**src/rtl/seg7_pkg.sv**
```systemverilog
// Constants and types shared by the seven-segment scan controller and the
// downstream decoder/driver.
package seg7_pkg;

  localparam int SEG7_DIGITS       = 4;
  localparam int SCAN_W            = 2;
  localparam int SCAN_DIV_DEFAULT  = 50000;
  localparam int BLINK_DIV_DEFAULT = 125;

  localparam logic [SEG7_DIGITS-1:0] RESET_BLANK = 4'b1111;

  // One complete set of display content, as held in both the pending and active registers
  typedef struct packed {
    logic [4*SEG7_DIGITS-1:0] hexs;
    logic [SEG7_DIGITS-1:0]   point;
    logic [SEG7_DIGITS-1:0]   blank;
    logic [SEG7_DIGITS-1:0]   blink;
  } seg7_frame_t;

  // Counter width that stays at least one bit even for a modulus of 1
  function automatic int cnt_width(input int n);
    return (n > 1) ? $clog2(n) : 1;
  endfunction

endpackage

```
**src/rtl/seg7_scan_ctrl_mod_counter.sv**
```systemverilog
// Enabled modulo-N counter with a combinational wrap strobe that is high on
// the enabled cycle in which the count returns to zero.
module mod_counter
  import seg7_pkg::*;
#(
  parameter int N = 4,
  localparam int W = cnt_width(N)
) (
  input  logic         clk,
  input  logic         rst,
  input  logic         en,
  output logic [W-1:0] count,
  output logic         wrap
);

  logic [W-1:0] r_count;
  logic         w_at_top;

  assign w_at_top = (r_count == W'(N - 1));

  always_ff @(posedge clk) begin
    if (rst) begin
      r_count <= '0;
    end else if (en) begin
      if (w_at_top) begin
        r_count <= '0;
      end else begin
        r_count <= r_count + 1'b1;
      end
    end
  end

  assign count = r_count;
  assign wrap  = en & w_at_top;

endmodule

```
**src/rtl/seg7_scan_ctrl.sv**
```systemverilog
// Digit-scan and display-update controller: new content waits in a one-entry
// pending buffer and is committed only on a frame boundary; blink is applied on top.
module seg7_scan_ctrl
  import seg7_pkg::*;
#(
  parameter int SCAN_DIV  = SCAN_DIV_DEFAULT,
  parameter int BLINK_DIV = BLINK_DIV_DEFAULT
) (
  input  logic                     clk,
  input  logic                     rst,
  input  logic                     upd_valid,
  output logic                     upd_ready,
  input  logic [4*SEG7_DIGITS-1:0] upd_hexs,
  input  logic [SEG7_DIGITS-1:0]   upd_point,
  input  logic [SEG7_DIGITS-1:0]   upd_blank,
  input  logic [SEG7_DIGITS-1:0]   upd_blink,
  output logic [SCAN_W-1:0]        Scan,
  output logic [4*SEG7_DIGITS-1:0] Hexs,
  output logic [SEG7_DIGITS-1:0]   point,
  output logic [SEG7_DIGITS-1:0]   LES,
  output logic                     frame_tick
);

  logic [cnt_width(SCAN_DIV)-1:0]  w_div_count;
  logic [cnt_width(BLINK_DIV)-1:0] w_frame_count;
  logic                            w_div_wrap;
  logic                            w_frame_wrap;
  logic                            w_boundary;
  logic                            w_accept;
  logic                            w_unused;

  logic [SCAN_W-1:0] r_scan;
  seg7_frame_t       r_pend;
  seg7_frame_t       r_act;
  logic              r_pend_full;
  logic              r_blink_phase;
  logic              r_frame_tick;

  mod_counter #(.N(SCAN_DIV)) u_digit_div (
    .clk   (clk),
    .rst   (rst),
    .en    (1'b1),
    .count (w_div_count),
    .wrap  (w_div_wrap)
  );

  mod_counter #(.N(BLINK_DIV)) u_blink_frames (
    .clk   (clk),
    .rst   (rst),
    .en    (w_boundary),
    .count (w_frame_count),
    .wrap  (w_frame_wrap)
  );

  assign w_unused   = ^{w_div_count, w_frame_count};
  assign w_boundary = w_div_wrap & (r_scan == SCAN_W'(SEG7_DIGITS - 1));
  assign upd_ready  = ~r_pend_full & ~rst;
  assign w_accept   = upd_valid & upd_ready;

  always_ff @(posedge clk) begin
    if (rst) begin
      r_scan        <= '0;
      r_pend        <= '0;
      r_pend_full   <= 1'b0;
      r_act         <= '{hexs: '0, point: '0, blank: RESET_BLANK, blink: '0};
      r_blink_phase <= 1'b0;
      r_frame_tick  <= 1'b0;
    end else begin
      if (w_div_wrap) begin
        r_scan <= r_scan + 1'b1;
      end
      r_frame_tick <= w_boundary;
      if (w_frame_wrap) begin
        r_blink_phase <= ~r_blink_phase;
      end
      // An accept can only happen while the buffer is empty, so it never collides with a commit
      if (w_boundary && r_pend_full) begin
        r_act       <= r_pend;
        r_pend_full <= 1'b0;
      end else if (w_accept) begin
        r_pend      <= '{hexs: upd_hexs, point: upd_point, blank: upd_blank, blink: upd_blink};
        r_pend_full <= 1'b1;
      end
    end
  end

  generate
    for (genvar gi = 0; gi < SEG7_DIGITS; gi++) begin : g_les
      assign LES[gi] = r_act.blank[gi] | (r_act.blink[gi] & r_blink_phase);
    end
  endgenerate

  assign Scan       = r_scan;
  assign Hexs       = r_act.hexs;
  assign point      = r_act.point;
  assign frame_tick = r_frame_tick;

endmodule

```
**config.mk**
```make
export PLATFORM = sky130hd
export DESIGN_NAME = seg7_scan_ctrl
export DESIGN_NICKNAME = d
export VERILOG_FILES = /design/src/rtl/seg7_pkg.sv /design/src/rtl/seg7_scan_ctrl_mod_counter.sv /design/src/rtl/seg7_scan_ctrl.sv
export SDC_FILE = /design/constraint.sdc
export NUM_CORES = 1
export LEC_CHECK = 0
export BUFFER_PORTS_ARGS = -buffer_cell sky130_fd_sc_hd__buf_2
export CAP_MARGIN = 20
export CORE_MARGIN = 1.5
export CORE_UTILIZATION = 52
export CTS_BUF_LIST = sky130_fd_sc_hd__clkbuf_2
export DETAILED_ROUTE_END_ITERATION = 6
export PLACE_DENSITY = 0.86
export SLEW_MARGIN = 10
export SYNTH_ARGS = -nofsm -noshare
export SYNTH_HDL_FRONTEND = slang
export SYNTH_HIERARCHICAL = 1
export SYNTH_SLANG_ARGS = --single-unit
```
**constraint.sdc**
```tcl
create_clock -name clk -period 2.6 [get_ports clk]
set_clock_uncertainty 0.15 [all_clocks]
set_input_delay 0.13 -clock clk [delete_from_list [all_inputs] [get_ports clk]]
set_output_delay 0.13 -clock clk [all_outputs]
set_load 0.02 [all_outputs]
```
# After elaboration in Yosys (flattened, before gate mapping)
# Index checks and enable logic that the tools add are counted.
dict set report op_classes {
  addsub 3
  eq_ne 3
  n_mux 1
  n_bitwise 16
  n_reduce_logical 4
}
# operator n
set op_table {}
lappend op_table {{16-bit by 1-bit adder with 16-bit output, second input constant} 1}
lappend op_table {{16-bit equality test, second input constant} 1}
lappend op_table {{1-bit AND} 8}
lappend op_table {{7-bit by 1-bit adder with 7-bit output, second input constant} 1}
lappend op_table {{7-bit equality test, second input constant} 1}
lappend op_table {{7-bit two-way mux} 1}
lappend op_table {{1-bit inverter} 4}
lappend op_table {{1-bit OR} 4}
lappend op_table {{2-bit OR reduction} 2}
lappend op_table {{2-bit by 1-bit adder with 2-bit output, second input constant} 1}
lappend op_table {{2-bit equality test, second input constant} 1}
lappend op_table {{2-bit AND reduction} 1}
lappend op_table {{1-bit logical AND} 1}
dict set report totals {
  reg_bits 84
  inputBits 31
  out_inout_bits 28
  word_cells 41
}

# Logic depth before layout (Yosys ltp)
# Gate-level depths: netlist (run 1).
dict set report logic_depth {
  word_depth 5
  mapped_depth 9
}

# By module
# Netlist (run 1), hierarchy kept.
# mod n_inst cells_each area_each_um2 seq_area_each_um2
set by_module_without_submodules {}
lappend by_module_without_submodules {seg7_scan_ctrl 1 288 2382.3 1221.2}
lappend by_module_without_submodules {{mod_counter at u_digit_div} 1 84 749.5 320.3}
lappend by_module_without_submodules {{mod_counter at u_blink_frames} 1 39 341.6 140.1}

# Worst setup path before layout (run 1)
# Ideal clock, no wire load.
dict set report synth_timing {
  path_type {reg2reg}
  from {register u_digit_div.r_count[12], in the netlist u_digit_div/count[12]}
  to {register u_blink_frames.r_count[5], in the netlist u_blink_frames/count[5]}
  setup_time_ns 0.074
  arrival_ns 2.272
  required_ns 2.376
  path_slack_ns 0.103
  path_stages_with_launch 8
  path_cell_list {dfxtp_1 -> or4b_4 -> nor3_1 -> and2_1 -> buf_4 -> nand4_1 -> or3_1 -> a31oi_1}
}
dict set report synth_between {
  elab_chain_cells 2
}
# element line
set synth_rtl {}
lappend synth_rtl {{from (decl)} seg7_scan_ctrl_mod_counter.sv:16} ;# logic [W-1:0] r_count;
lappend synth_rtl {{from (signal assigned)} seg7_scan_ctrl_mod_counter.sv:28} ;# r_count <= r_count + 1'b1;
lappend synth_rtl {{16-bit equality test} seg7_scan_ctrl_mod_counter.sv:19} ;# assign w_at_top = (r_count == W'(N - 1));
lappend synth_rtl {{via w_div_wrap} seg7_scan_ctrl.sv:26} ;# logic w_div_wrap;
lappend synth_rtl {{1-bit AND} seg7_scan_ctrl.sv:56} ;# assign w_boundary = w_div_wrap & (r_scan == SCAN_W'(SEG7_DIGITS - 1));
lappend synth_rtl {{via w_boundary} seg7_scan_ctrl.sv:28} ;# logic w_boundary;
lappend synth_rtl {{to (signal assigned)} seg7_scan_ctrl_mod_counter.sv:28}
lappend synth_rtl {{to (decl)} seg7_scan_ctrl_mod_counter.sv:16}
# The timed path passes the listed nets, and every way through them passes these cells.
# A chain may end at the register's enable or synchronous reset.

# Final worst setup path (run 1)
dict set report layout_timing {
  from {register u_digit_div.r_count[9], in the netlist u_digit_div/count[9]}
  to {register u_blink_frames.r_count[5], in the netlist u_blink_frames/count[5]}
}
# Same word-level chain as after synthesis.

==> results.toml, run 1 <==
[logic_synthesis]
synth_top_cell_by_area = "dfxtp_1"
synth_cells = 411
synth_area_sq_um = 3470
synth_top_family_by_area = "simple AND/OR/NAND/NOR gates"
synth_area_leaders = "dfxtp_1, nand2_1, a21oi_1"
netlist.area_leader.share_pct = 48.4
synthMuxAreaShare_pct = 0.865
synth_edf_count = 0
yosysSeqAreaShare_pct = 48.4
ys_seq_elements = 84
async_flop_share_pct = 0
synth_xor_area_share_pct = 5.30
synthAdderAreaFrac_pct = 1.44
synth_top_flop_cell = "dfxtp_1"
yosysWarnings = 6
synth_nets = 446
synth-simple-area-share_pct = 24.3
synth_cell_types = 37
syn_avg_cell_area_sq_um = 8.45
synth_compound_area_share_pct = 10.6

[sta]
finalMaxSlewViolations = 0
rsz0062_at_grt = "no"
final-hold-violation-count = 0
finalSetupViolCount = 0
holdWs_ns = 0.207
relSlewSlack_pct = 55.7
min_period_over_period_pct = 92.3
fin_crit_ns = 2.40
worstMarginPinSlew_ns = 0.664
fmax_mhz = 417
tns_ns = 0

[detailed_routing]
drc_errors = 0
wire_per_inst_um = 14.0
drt_first_iter_violations = 218
drtPass1Iterations = 4
viasPerCell = 5.26
ant_nets = 0
via_count = 3043
wirelength_um = 8120

[critical_path]
endpoint_kind = "register"
path_depth = 7
reg2regPathDepth = 7
crit_path_cell_trace = "nor4bb_1 > nand4_1 > nor3_1 > and2_2 > nand4_1 > or3_1 > a31oi_1"
cp_max_fo = 8
path_delay_family = "simple AND/OR/NAND/NOR gates"
required_ns = 2.91
worstSetupPathType = "reg2reg"
critPathArrivalTime_ns = 2.71
cp-start-kind = "register"
max_stage_delay_ns = 0.43
path_common_cell = "nand4_1"
path_buf_inv = 0
slowest_stage = "dfxtp_1"

[floorplanning]
start_util_pct = 54.4
num_rows = 29
die_y_um = 84.7
ios = 59
design.core.area_sq_um = 6390
fp.dieW_um = 84.7
die_area_sq_um = 7180

[global_routing]
antenna_found_initial = 0
grt_usage_pct = 23.8
overflow = 0
grt_pass1_vias = 3046
grt_pass1_wl_um = 13600
grt_max_degree = 38

[clocking]
clk_path_buf_depth = 2
cts_buffers = 9
clock_latency_ns = 0.53
htree_levels = 3
cts_sinks = 84
cts_root_buf = "clkbuf_2"
cts_setup_buffers = 0
clk_pin_slew_ns = 0.23
tritoncts = "done"

[final_layout]
layout-drive-gt1-share_pct = 19.5
final_common_cell = "nand2_1"
final_cell_mix = "nand2_1, dfxtp_1, buf_2, dlygate4sd3_1, a21oi_1"
postLayoutCoreUtil_pct = 66.2
antenna_cells = 0
final_nets = 532
area_delta_synth_final_pct = 21.8
fin_cells = 579

[power]
power.density_nw_per_um2 = 502
p_leak_nw = 1.68
ir_worst_vdd_mv = 0.364

[worst_hold_path]
holdCritPathClass = "in2reg"
worst_hold_path.num_cells = 4

[outcome]
status = "completed"

[place]
port_buffers = 58
dpl.hpwl_um = 4480
place_congestion = 0.845
dp.cells = 511

[flow_run]
max_cap_violations = 0
==> worst reg2reg max path: cells and delay by family (launching register included) <==
family	cells	cell delay [ns]
simple gates	6	1.60
flops	1	0.43
compound gates	1	0.15
==> registers in the layout (all words and copies together) (netlist names) <==
register / cells
Hexs: 16
Scan: 2
frame_tick: 1
point: 4
r_act: 8
r_blink_phase: 1
r_pend: 28
r_pend_full: 1
u_blink_frames/count: 7
u_digit_div/count: 16
==> kinds of logic (layout without fill, tap and decap cells) <==
kind of cell / Yosys count / after routing
xor+xnor: 21 / 21
simple gates: 192 / 192
other cells: 1 / 1
flops: 84 / 84
buf+inv: 46 / 137
fa+ha+maj: 4 / 4
compound gates: 60 / 60
mux: 3 / 3
==> where the power goes <==
part,internal [W],switching [W]
logic,0.0000983,0.0000893
clock network,0.000131,0.000460
registers,0.00132,0.0000217
total,0.00155,0.000571
==> timing repair <==
action	4_1_cts	5_1_grt
resized for setup	0	1
hold endpoints to repair	39	0
hold buffers	52	0
endpoints found under the setup margin	0	2
==> synthesized netlist by cell type, types with 2 or more instances <==
cell type and count:
buf_4 25, ha_1 4, clkbuf_1 4, a31oi_1 2, dfxtp_1 84, nor2_1 35, nand3_1 6, nand2_1 111
buf_2 7, or3_1 2, xor2_1 6, nor2b_1 2, inv_1 5, a21oi_1 42, a21oi_2 10, xnor2_1 15
nand4_1 8, nand2_2 2, nor4_1 4, nor3_1 14, mux2i_1 3, a21o_1 4, nand4_2 2
==> path summary, 6_finish.rpt <==
check	start	to	slack, ns
setup / recovery	u_digit_div/count[9]	u_blink_frames/count[5]	0.20
hold / removal	upd_hexs[8]	r_pend[20]	0.21
setup reg to reg	u_digit_div/count[9]	u_blink_frames/count[5]	0.20
hold reg to reg	r_pend[15]	Hexs[3]	0.29
==> through the flow <==
stage | cell area [sq um] | setup WS [ns] | power (W)
after floorplan | 3470 | 0.103 | 0.00145
after global routing | 4230 | 0.0181 | 0.00222
final | 4230 | 0.201 | 0.00212
after detailed placement | 3610 | 0.167 | 0.00149
after CTS | 4230 | 0.119 | 0.00212
after global placement | 3610 | 0.250 | 0.00148
==> metal layers <==
layer	vias up	track usage, %	part of all wire, %	wire length, um
met5	-	0	0	0
met4	0	11.4	2.0	165
met3	17	3.64	4.2	340
met2	92	43.7	52	4240
met1	1435	26.8	42	3370
li1	1499	-	-	-
==> area by class of cell <==
cell class	instances	area (sq um)
Clock buffer	9	45.0
Multi-Input combinational cell	281	1480
Timing Repair Buffer	116	856
Sequential cell	84	1680
Tap cell	77	96.3
Clock inverter	7	47.5
Fill cell	497	2160
Inverter	5	18.8
Note: power is estimated with default switching activity, not from simulation.
==> inputs of run 2 (changes only) <==
CORE_UTILIZATION = 58   (was 52)
PLACE_DENSITY = 0.9   (was 0.86)
clock period = 2.4 ns   (was 2.6 ns; I/O delays follow)
==> run 2 against run 1 <==
Via count grew 6.6%. Power grew 15%. Die area shrank 10%. Final area grew 4.9%. Sequential power grew 9%. Critical endpoint unchanged. Largest power group unchanged.
==> results.toml, run 2 (synthesis results as in run 1) <==
[critical_path]
reg2reg_slack_ns = 0.1
path_common_cell = "nand4_1"
path_delay_family = "simple AND/OR/NAND/NOR gates"
crit_path_cell_trace = "nor4bb_2 > nand4_1 > nor3_2 > and2_1 > nand4_1 > or3_1 > a31oi_1"
cp_max_fo = 4
worstSetupPathType = "reg2reg"
cp-start-kind = "register"
path_buf_inv = 0
path_depth = 7
max_stage_delay_ns = 0.40
reg2regPathDepth = 7
slowest_stage = "dfxtp_1"
critPathArrivalTime_ns = 2.62
endpoint_kind = "register"
required_ns = 2.72

[sta]
holdWs_ns = 0.221
relSlewSlack_pct = 55.2
finalMaxSlewViolations = 0
final-hold-violation-count = 0
worstMarginPinSlew_ns = 0.671
worst_slack_ns = 0.0984
fin_crit_ns = 2.30
fmax_mhz = 434
finalSetupViolCount = 0
min_period_over_period_pct = 95.9

[detailed_routing]
wire_per_inst_um = 15.3
ant_nets = 0
via_count = 3244
wirelength_um = 9090
drt_first_iter_violations = 282
drc_errors = 0
viasPerCell = 5.47
drtPass1Iterations = 6

[place]
place_congestion = 0.848
port_buffers = 58
placed_area_sq_um = 3640
dp_slack_ns = 0.172
dpl.hpwl_um = 4440

[power]
switchingPower_w = 0.000638
ir_worst_vdd_mv = 0.411
comb_power_share_pct = 9.5
intPower_w = 0.00181
pwr-share-clk_pct = 31.0
power.density_nw_per_um2 = 552
power_switching_share_pct = 26.0
p_seq_share_pct = 59.6
p_leak_nw = 1.76

[final_layout]
final_nets = 548
antenna_cells = 0
fin_area_sq_um = 4440
final_common_cell = "nand2_1"
layout-drive-gt1-share_pct = 20.7
regMostFlops = "r_pend"
area_delta_synth_final_pct = 27.8
final_cell_mix = "nand2_1, dfxtp_1, dlygate4sd3_1, buf_2, a21oi_1"
largest_reg_flops = 28

[clocking]
cts_sinks = 84
clock_latency_ns = 0.57
cts_buffers = 9
clk_pin_slew_ns = 0.21
cts_root_buf = "clkbuf_2"
clk_path_buf_depth = 2
tritoncts = "done"
htree_levels = 3

[floorplanning]
design.core.area_sq_um = 5850
ios = 59
die_y_um = 80.4
fp.dieW_um = 80.4
num_rows = 28
die_area_sq_um = 6460
start_util_pct = 59.4

[worst_hold_path]
holdCritPathClass = "in2reg"
worst_hold_path.num_cells = 4

[global_routing]
grt_pass1_vias = 3153
antenna_found_initial = 0
grt_usage_pct = 29.6
grt_pass1_wl_um = 14400
overflow = 0
grt_max_degree = 47

[outcome]
status = "completed"

[flow_run]
max_cap_violations = 0
==> run 2: changes by cell type in the layout (fill, tap and decap cells not counted), moves of 2 or more <==
cell | previous run | this run
dfxtp_1 | 84 | 80
clkbuf_2 | 9 | 11
dfxtp_2 | 0 | 4
inv_6 | 3 | 1
clkinv_1 | 2 | 0
dlygate4sd3_1 | 52 | 66
==> run 2: power groups by stage <==
stage               registers (W)  clock network, W  logic [W]
global route              0.00147          0.000832   0.000250
floorplan                 0.00148                 0  0.0000904
global placement          0.00148                 0   0.000128
CTS                       0.00145          0.000741   0.000216
finish                    0.00146          0.000759   0.000232
detailed placement        0.00148                 0   0.000132
==> run 2: what timing repair did <==
item | 4_1_cts | 5_1_grt
setup buffers | 0 | 1
endpoints found under the hold margin | 43 | 0
hold buffers | 66 | 0
gates resized for setup | 0 | 6
endpoints found under the setup margin | 0 | 12
==> run 2: per-stage QoR <==
stage | utilization [%] | cells | TNS, ns | power (W)
6_report | 75.9 | 593 | 0 | 0.00245
5_1_grt | 75.9 | 593 | -0.0334 | 0.00255
4_1_cts | 75.4 | 592 | 0 | 0.00241
3_5_place_dp | 62.2 | 510 | 0 | 0.00161
3_3_place_gp | 62.2 | 510 | 0 | 0.00161
2_1_floorplan | - | 411 | 0 | 0.00157
==> run 2: final timing paths <==
check	from	to
max	u_digit_div/count[5]	u_blink_frames/count[5]
max reg2reg	u_digit_div/count[5]	u_blink_frames/count[5]
min reg2reg	r_pend[8]	point[0]
min	upd_blank[3]	r_pend[7]
==> run 2: cell type report <==
cell class | count | area, sq um
clock inverter | 5 | 61.3
fill | 366 | 1410
sequential | 84 | 1690
inverter | 5 | 18.8
multi-input combinational | 281 | 1500
timing repair buffer | 132 | 1020
clock buffer | 11 | 55.1
tap | 75 | 93.8
==> run 2: worst min-delay path, delay by kind of cell <==
kind | cells | cell delay [ns]
compound gates | 1 | 0.05
buf+inv | 2 | 0.65
simple gates | 1 | 0.05
==> run 2: per-layer routing <==
| layer | vias up | share of wire (%) | track usage [%] |
|---|---|---|---|
| met1 | 1505 | 38 | 32.4 |
| met3 | 40 | 6.5 | 5.23 |
| met5 | - | 0 | 0 |
| met2 | 167 | 51 | 52.0 |
| li1 | 1532 | - | - |
| met4 | 0 | 4.9 | 19.5 |
==> inputs of run 3 (changes only) <==
ABC_AREA = 1   (was not set)
CORE_UTILIZATION = 59   (was 58)
==> run 3 against run 2 <==
Global-route usage fell by 3.6 points. Clock power fell by 13%. Via count rose by 8.0%. Setup slack improved by 0.11 ns. Die area rose by 8.3%. Sequential cell count did not move. Register-to-register slack improved by 0.11 ns. Utilization fell by 2.5 points. Critical path depth fell by 1. Critical path type unchanged. Maximum frequency rose by 5.0%. Final cell count rose by 18%.
==> results.toml, run 3 <==
[global_routing]
grt_pass1_wl_um = 14700
grt_max_degree = 53
antenna_found_initial = 0
grt_pass1_vias = 3459
overflow = 0
grt_usage_pct = 26.0

[detailed_routing]
via_count = 3504
drt_first_iter_violations = 214
viasPerCell = 5.00
wirelength_um = 8750
ant_nets = 0
drtPass1Iterations = 4
wire_per_inst_um = 12.5
drc_errors = 0

[logic_synthesis]
yosysMostFrequentCell = "nand2_1"
synth_area_leaders = "dfxtp_1, nand2_1, nor2_1"
synth_cell_types = 33
syn_avg_cell_area_sq_um = 7.28
synth_area_sq_um = 3840
synth_common_cells = "nand2_1, dfxtp_1, nor2_1"
async_flop_share_pct = 0
netlist.area_leader.share_pct = 43.8
yosysSeqAreaShare_pct = 43.8
synth_top_cell_by_area = "dfxtp_1"
ys_seq_elements = 84
yosysWarnings = 6
synth_edf_count = 0
synth_nets = 562
synth_cells = 527
synth_top_flop_cell = "dfxtp_1"

[critical_path]
rr_startpoint = "r_pend_full"
endpoint_kind = "register"
required_ns = 2.71
reg2regPathDepth = 6
critPathArrivalTime_ns = 2.50
worstSetupPathType = "reg2reg"
cp-start-kind = "register"
critPathLaunch = "r_pend_full"
cp_max_fo = 30

[final_layout]
postLayoutCoreUtil_pct = 73.3
final_common_cell = "nand2_1"
multi_input_area_sq_um = 1640
largest_reg_flops = 28
regArea_sq_um = 1680
area_delta_synth_final_pct = 20.6
antenna_cells = 0
final_cell_mix = "nand2_1, dfxtp_1, nor2_1, dlygate4sd3_1, buf_2"
final_nets = 655
regMostFlops = "r_pend"
fillers = 479
layout-drive-gt1-share_pct = 18.3

[floorplanning]
start_util_pct = 60.8
design.core.area_sq_um = 6310
die_area_sq_um = 7000
num_rows = 29
fp.dieW_um = 83.7
ios = 59
die_y_um = 83.7

[outcome]
status = "completed"

[worst_hold_path]
holdCritPathClass = "reg2reg"
worst_hold_path.num_cells = 2
worstHoldStart = "r_pend[5]"

[place]
dpl.hpwl_um = 4780
port_buffers = 58
place_congestion = 0.851

[sta]
final-hold-violation-count = 0
fin_crit_ns = 2.19
worstMarginPinSlew_ns = 0.525
fmax_mhz = 456
tns_ns = 0
finalMaxSlewViolations = 0
finalSetupViolCount = 0
rsz0062_at_grt = "no"
min_period_over_period_pct = 91.3
relSlewSlack_pct = 65.0

[clocking]
cts_sinks = 84
clk_pin_slew_ns = 0.27
cts_root_buf = "clkbuf_2"
clock_latency_ns = 0.56
cts_setup_buffers = 0
clk_path_buf_depth = 2
cts_buffers = 9
htree_levels = 3
tritoncts = "done"

[flow_run]
max_cap_violations = 0

[power]
p_leak_nw = 2.42
ir_worst_vdd_mv = 0.359
power.density_nw_per_um2 = 510
-- run 3: changes by cell type in the layout (fill, tap and decap cells not counted), moves of 6 or more --
cell	delta
nor2_1	+44
nor2_4	+6
inv_1	+48
a21oi_2	-10
nor3_1	-10
nand3_1	+30
a21oi_1	-36
dlygate4sd3_1	-8
xnor2_1	-11
nand2_1	+56
nand4_1	-7
nor2_2	+9
-- run 3: final cells by class --
type	count	area share [%]
Inverter	59	4.84
Tap cell	77	2.08
Sequential cell	84	36.3
Timing Repair Buffer	119	19.3
Multi-Input combinational cell	347	35.4
Clock buffer	9	0.973
Clock inverter	6	1.05
-- run 3: cell families after synthesis --
kind of cell,after synthesis,synth area share (%)
compound gates,15,2.44
xor+xnor,7,1.60
fa+ha+maj,4,1.30
buf+inv,96,13.5
flops,84,43.8
mux,2,0.522
other cells,1,0.0977
simple gates,318,36.8
-- run 3: timing repair --
action	CTS	global route
hold buffers	58	0
hold endpoints to repair	54	0
resized for setup	0	0
-- run 3: worst paths after layout --
kind	to	slack (ns)
worst max-delay path	r_pend[25]	0.21
worst max register to register	r_pend[25]	0.21
worst min-delay path	r_act[5]	0.28
worst min register to register	r_act[5]	0.28
-- run 3: power by group --
part           switching (W)  internal, W  total (W)
Clock               0.000524     0.000138   0.000663
Combinational       0.000103     0.000124   0.000227
Sequential         0.0000297      0.00144    0.00147
-- run 3: metrics by stage --
step	instances	setup slack, ns	instance area [sq um]	total power [W]	hold WS, ns
after floorplan	527	0.300	3840	0.00159	0.0391
after CTS	701	0.261	4630	0.00234	0.286
after global routing	701	0.0190	4630	0.00245	0.280
after detailed placement	628	0.285	3960	0.00163	0.168
after global placement	628	0.341	3960	0.00162	0.166
final	701	0.208	4630	0.00236	0.276
-- run 3: critical path, stage by stage (launching register included) --
cell and delay [ns]:
dfxtp_1 0.44, nor2_4 0.16, nand2_4 0.24, inv_4 0.34, nand2_1 0.13, nand2_1 0.10
dlygate4sd3_1 0.55
-- run 3: layer usage --
metal / share of wire [%] / vias up / global-route usage [%]
li1: - / 1748 / -
met3: 4.9 / 28 / 6.53
met2: 53 / 115 / 48.8
met5: 0 / - / 0
met1: 39 / 1613 / 26.4
met4: 3.2 / 0 / 13.3
